==> src/rtl/sc_et_counter.sv <==
// Multi-channel stochastic-to-binary decoder: counts ones per channel over a
// 2^k-sample window and returns a rescaled WIDTH-bit estimate with valid/ready.
//
//   state   | meaning
//   --------+-------------------------------------------------------------
//   S_IDLE  | waiting for start; last result still visible on Bx_est
//   S_ACCUM | counting ones on valid samples until 2^k_r have been taken
//   S_HOLD  | result valid, waiting for out_ready
module sc_et_counter #(
    parameter int WIDTH      = 8,
    parameter int NUM_INPUTS = 8
) (
    input  logic                         clk,
    input  logic                         rst_n,
    input  logic                         start,
    input  logic [$clog2(WIDTH+1)-1:0]   et_log2,
    input  logic                         Xs_valid,
    input  logic [NUM_INPUTS-1:0]        Xs,
    output logic                         busy,
    output logic                         out_valid,
    input  logic                         out_ready,
    output logic [WIDTH-1:0]             Bx_est [NUM_INPUTS-1:0]
);

    localparam int KW = $clog2(WIDTH + 1);

    localparam logic [1:0] S_IDLE  = 2'd0;
    localparam logic [1:0] S_ACCUM = 2'd1;
    localparam logic [1:0] S_HOLD  = 2'd2;

    logic [1:0]       state_q, state_d;
    logic [KW-1:0]    k_q, k_d;
    logic [WIDTH:0]   scnt_q, scnt_d;
    logic [WIDTH:0]   cnt_q [NUM_INPUTS];
    logic [WIDTH:0]   cnt_d [NUM_INPUTS];
    logic [WIDTH-1:0] bx_q  [NUM_INPUTS];
    logic [WIDTH-1:0] bx_d  [NUM_INPUTS];

    logic [KW-1:0]    k_cap;
    logic [WIDTH:0]   window_last;
    logic             last_sample;

    // The count never exceeds 2^k, so after scaling only exactly 2^WIDTH can overflow.
    function automatic logic [WIDTH-1:0] scale_count(input logic [WIDTH:0] c,
                                                     input logic [KW-1:0] k);
        logic [WIDTH:0] s;
        s = c << (KW'(WIDTH) - k);
        return s[WIDTH] ? {WIDTH{1'b1}} : s[WIDTH-1:0];
    endfunction

    always_comb begin
        k_cap       = (et_log2 > KW'(WIDTH)) ? KW'(WIDTH) : et_log2;
        window_last = ((WIDTH+1)'(1) << k_q) - (WIDTH+1)'(1);
        last_sample = Xs_valid && (scnt_q == window_last);
    end

    always_comb begin
        state_d = state_q;
        k_d     = k_q;
        scnt_d  = scnt_q;
        for (int i = 0; i < NUM_INPUTS; i++) begin
            cnt_d[i] = cnt_q[i];
            bx_d[i]  = bx_q[i];
        end

        case (state_q)
            S_IDLE: begin
                if (start) begin
                    k_d    = k_cap;
                    scnt_d = '0;
                    for (int i = 0; i < NUM_INPUTS; i++) begin
                        cnt_d[i] = '0;
                    end
                    state_d = S_ACCUM;
                end
            end
            S_ACCUM: begin
                if (Xs_valid) begin
                    scnt_d = scnt_q + (WIDTH+1)'(1);
                    for (int i = 0; i < NUM_INPUTS; i++) begin
                        cnt_d[i] = cnt_q[i] + (WIDTH+1)'(Xs[i]);
                    end
                    if (last_sample) begin
                        for (int i = 0; i < NUM_INPUTS; i++) begin
                            bx_d[i] = scale_count(cnt_d[i], k_q);
                        end
                        state_d = S_HOLD;
                    end
                end
            end
            S_HOLD: begin
                if (out_ready) begin
                    state_d = S_IDLE;
                end
            end
            default: begin
                state_d = S_IDLE;
            end
        endcase
    end

    always_ff @(posedge clk) begin
        if (!rst_n) begin
            state_q <= S_IDLE;
            k_q     <= '0;
            scnt_q  <= '0;
            for (int i = 0; i < NUM_INPUTS; i++) begin
                cnt_q[i] <= '0;
                bx_q[i]  <= '0;
            end
        end else begin
            state_q <= state_d;
            k_q     <= k_d;
            scnt_q  <= scnt_d;
            for (int i = 0; i < NUM_INPUTS; i++) begin
                cnt_q[i] <= cnt_d[i];
                bx_q[i]  <= bx_d[i];
            end
        end
    end

    assign busy      = (state_q == S_ACCUM) || (state_q == S_HOLD);
    assign out_valid = (state_q == S_HOLD);

    always_comb begin
        for (int i = 0; i < NUM_INPUTS; i++) begin
            Bx_est[i] = bx_q[i];
        end
    end

endmodule

==> config.mk <==
export PLATFORM = sky130hd
export DESIGN_NAME = sc_et_counter
export DESIGN_NICKNAME = d
export VERILOG_FILES = /design/src/rtl/sc_et_counter.sv
export SDC_FILE = /design/constraint.sdc
export NUM_CORES = 1
export LEC_CHECK = 0
export ABC_AREA = 1
export CORE_ASPECT_RATIO = 0.75
export CORE_MARGIN = 5
export CORE_UTILIZATION = 60
export DETAILED_ROUTE_END_ITERATION = 16
export PLACE_DENSITY = 0.86
export SLEW_MARGIN = 5
export SYNTH_ARGS = -nofsm -noshare
export SYNTH_HDL_FRONTEND = slang
export SYNTH_SLANG_ARGS = --single-unit
==> constraint.sdc <==
create_clock -name clk -period 4.2 [get_ports clk]
set_input_delay 0.84 -clock clk [delete_from_list [all_inputs] [get_ports clk]]
set_output_delay 0.84 -clock clk [all_outputs]
set_load 0.01 [all_outputs]
Yosys cells after proc, flatten, opt, wreduce, memory -nomap -nowiden
Memory sizes are Yosys's and may differ from the RTL's.
Cells that the tools add are included.
- flip-flop bits (word level): 15
- memory bits (writable): 136
- bits of input ports: 17
- output and inout bits: 66
- word-level logic and storage cells: 97
- memories: 2
- memories (memory ; depth ; width ; rd ports ; clocked after Yosys merged registers in ; write ports ; RTL line ; RTL):
    cnt_q ; 8 ; 9 ; 8 ; 0 ; 8 ; 34 ; logic [WIDTH:0] cnt_q [NUM_INPUTS];
    bx_q ; 8 ; 8 ; 8 ; 0 ; 8 ; 36 ; logic [WIDTH-1:0] bx_q [NUM_INPUTS];
- $add $sub $neg: 11
- magnitude comparators: 1
- equal/unequal tests: 7
- shifts and indexed selects: 9
- mux-type cells: 41
- bitwise gates (word level): 16
- reduce and logical (&&, ||, !) cells: 7
- operators with widths (kind ; count):
    $mux W64 ; 3
    $mux W72 ; 2
    $pmux W72 S2 ; 1
    $mux W8 ; 16
    $mux W9 ; 10
    $add A9 B1 Y9 ; 8
    $shl A9 B4 Y9 ; 8
    $pmux W9 S2 ; 1
    $or A1 B1 Y1 ; 16
    $add A9 B1 Y9 const B ; 1
    $eq A9 B9 Y1 ; 1
    $shl A1 B4 Y9 const A ; 1
    $sub A9 B2 Y9 const B ; 1
    $mux W2 ; 4
    $ne A2 B2 Y1 const B ; 3
    $pmux W2 S3 ; 1
    $gt A4 B4 Y1 const B ; 1
    $mux W4 ; 1
    $reduce_and A4 Y1 ; 1
    $sub A4 B4 Y4 const A ; 1
    $reduce_and A3 Y1 ; 1
    $eq A2 B1 Y1 const B ; 1
    $eq A2 B2 Y1 const B ; 1
    $logic_not A2 Y1 ; 1
    6 further kinds ; 7

Depth between registers and ports, before layout
- word-level depth: 8
- gate-level depth with buffers: 20
- depth with buffers taken out: 17

Worst setup path before layout
Ideal clock, no wire load.
- path kind: register to register
- start point: register k_q[0]
- end point: memory bx_q[6][0] (netlist: bx_q[1][16])
- library setup time: 0.123 ns
- arrival time: 2.939 ns
- required time: 4.077 ns
- setup slack: 1.138 ns
- cell stages (with the launch flop): 19
- buffers on the path: 3
- clock period less this slack: 3.062 ns
- cells stage by stage: dfxtp_1 -> inv_2 -> clkbuf_1 -> clkbuf_1 -> ha_1 -> ha_1 -> nand2_1 -> ha_1 -> nand2_1 -> nand2_1 -> nor2_1 -> nand3_1 -> a21oi_1 -> nand2_1 -> nor2_4 -> nand4_4 -> buf_2 -> nor2_1 -> a21oi_1
- RTL lines (item ; RTL line ; RTL):
    from (decl) ; 32 ; logic [KW-1:0] k_q, k_d;
    from (signal assigned) ; 113 ; k_q <= k_d;
    to (decl) ; 36 ;

==> results.sh <==
export IMPL_via_count=11500
export IMPL_cp_required_ns=4.52
export IMPL_setup_viol_count_final=0
export IMPL_max_freq_mhz=293
export IMPL_synth_edf_count=0
export IMPL_netlist_instances=1769
export IMPL_start_util=0.617
export IMPL_clk_pin_slew_worst_paths_ns=0.07
export IMPL_drtIter0Drc=1250
export IMPL_slew_headroom=0.268
export IMPL_layout_setup_ws_ns=0.784
export IMPL_pre_cts_ws_ns=0.901
export IMPL_grt_overflow=0
export IMPL_chipHeight_um=124
export IMPL_synth_cell_type_count=39
export IMPL_syn_cell_area_sq_um=10400
export IMPL_diodes=0
export IMPL_criticalPathCategory="reg -> reg"
export IMPL_cts_setup_buffers=0
export IMPL_drv_slew=0
export IMPL_power_density_nw_per_um2=448
export IMPL_synth_nets=1813
export IMPL_insertion_delay_ns=0.44
export IMPL_die_w_um=162
export IMPL_post_route_min_period_ns=3.42
export IMPL_synth_flop_cell="dfxtp_1"
export IMPL_cp_end_kind="register"
export IMPL_synth_area_per_cell_sq_um=5.90
export IMPL_mostFrequentLayoutCells="nand2_1, nand3_1, inv_1"
export IMPL_h_tree_depth=4
export IMPL_post_route_period_util=0.813
export IMPL_clock_skew_ns=0.00961
export IMPL_globalplace_congestion=0.953
export IMPL_dr_pass1_iters=6
export IMPL_drv_cap=0
export IMPL_area_growth_pct=13.4
export IMPL_num_fill_cells=1442
export IMPL_ys_warn_count=0
export IMPL_antenna_found_initial=0
export IMPL_cts_made_buffers=17
export IMPL_hold_class="reg -> reg"
export IMPL_final_nets=1837
export IMPL_leakage_nw=5.54
export IMPL_final_core_util=0.699
export IMPL_die_area_sq_um=20200
export IMPL_arrival_ns=3.73
export IMPL_peakVddDrop_v=0.000271
export IMPL_crit_fanout=31
export IMPL_cp_top_family="simple AND/OR/NAND/NOR gates"
export IMPL_cts_tree="built"
export IMPL_wl_per_cell_um=14.7
export IMPL_grt_pass1_wl_um=49800
export IMPL_cts_buffer_depth=2
export IMPL_postCtsHoldBufs=0
export IMPL_rsz0062_at_grt="false"
export IMPL_worst_path_max_delay_cell="dfxtp_1"
export IMPL_clock_sinks=151
export IMPL_ios=83
export IMPL_rows=41
export IMPL_status="finished clean"
export IMPL_hold_violations=0
export IMPL_drc_errors=0
export IMPL_portBuffers=82
export IMPL_crit_top_cell="nand2_1"
export IMPL_drive_gt1_frac=0.0449
export IMPL_grt_usage=0.292
export IMPL_worst_pin_slew_ns=1.09
export IMPL_cp_cell_sequence="inv_2 -> ha_1 -> nand2_1 -> ha_1 -> nand2_1 -> nor2_1 -> nand3_1 -> nand2_1 -> nand2_1 -> nor2_4 -> nand4_4 -> buf_4 -> nor3_1 -> nor2_1"
export IMPL_final_setup_tns_ns=0
export IMPL_ant_nets=0
export IMPL_seq_area_frac_synth=0.290
export IMPL_grt_start_max_net_pins=85
export IMPL_hpwl_um=20500
export IMPL_root_buffer="clkbuf_16"
export IMPL_post_cts_resize_count=0
export IMPL_core_area_sq_um=16900
export IMPL_crit_path_start_kind="register"
export IMPL_worstPathBufferInverterCount=2
export IMPL_rrSetupSlack_ns=0.78
export IMPL_layout_commonest_cell="nand2_1"
export IMPL_synth_seq_cells=151
export IMPL_grt_pass1_vias=10700
export IMPL_cpPeakStageDelay_ns=0.66
export IMPL_async_flop_share=0
export IMPL_drt_wl_total_um=29600
export IMPL_avgViaCountPerCell=5.70
## sequential cells by signal, indices dropped and copies added (netlist names)
| name | cells |
|---|---|
| cnt_q | 72 |
| bx_q | 64 |
| scnt_q | 9 |
| k_q | 4 |
| state_q | 2 |
## tightest hold or removal path, delay by kind of cell (launching register included)
kind / cells / cell delay, ns
flip-flops: 1 / 0.31
AO/OA/AOI/OAI: 1 / 0.05
AND/OR/NAND/NOR: 1 / 0.06
## kinds of logic (layout without fill, tap and decap cells)
family | count (synthesis) | after routing | share of synthesized area
AND/OR/NAND/NOR | 1067 | 1067 | 0.433
AO/OA/AOI/OAI | 254 | 254 | 0.137
adder cells (fa/ha/maj) | 27 | 27 | 0.0324
flip-flops | 151 | 151 | 0.290
buffers and inverters | 261 | 298 | 0.0998
XOR/XNOR | 9 | 9 | 0.00827
## worst paths after layout
check,start,to,cells past startpoint
worst min register to register,cnt_q[0][9],cnt_q[0][9],2
worst max register to register,k_q[2],bx_q[1][28],14
worst min-delay path,cnt_q[0][9],cnt_q[0][9],2
worst max-delay path,k_q[2],bx_q[1][28],14
## power breakdown
part           internal [W]  switching [W]
sequential          0.00149      0.0000565
clock              0.000842       0.000696
combinational      0.000623        0.00159
total               0.00296        0.00234
## cells in the mapped netlist, types with 17 or more instances
cell type / n / area, sq um
ha_1: 27 / 338
nand2_1: 607 / 2280
o21bai_1: 29 / 218
clkbuf_1: 59 / 221
nor2_1: 147 / 552
nor3_1: 28 / 140
buf_2: 17 / 85.1
a21oi_1: 138 / 691
dfxtp_1: 151 / 3020
inv_1: 159 / 597
nand3_1: 237 / 1190
o21ai_0: 43 / 215
## area by class of cell
cell class	count	area [sq um]	area share
clock buffers	17	425	0.0359
multi-input cells	1357	6380	0.539
inverters	170	641	0.0541
repair buffers	96	938	0.0793
well taps	215	269	0.0227
clock inverters	15	156	0.0132
flip-flops and latches	151	3020	0.255
## through the flow
stage               power [W]  hold slack (ns)  area (sq um)  std cells
finish                0.00530            0.471         11800       2021
global route          0.00562            0.495         11800       2021
CTS                   0.00527            0.474         11800       2021
detailed placement    0.00373            0.465         11300       1989
global placement      0.00370            0.455         11300       1989
floorplan             0.00317            0.448         10400       1769
## layer usage
metal / vias up / track usage / wire [um]
li1: 5781 / - / -
met1: 5105 / 0.361 / 12300
met2: 523 / 0.486 / 13800
met3: 102 / 0.0556 / 2310
met4: 0 / 0.144 / 1230
met5: - / 0 / 0
(Power assumes the default switching activity.)
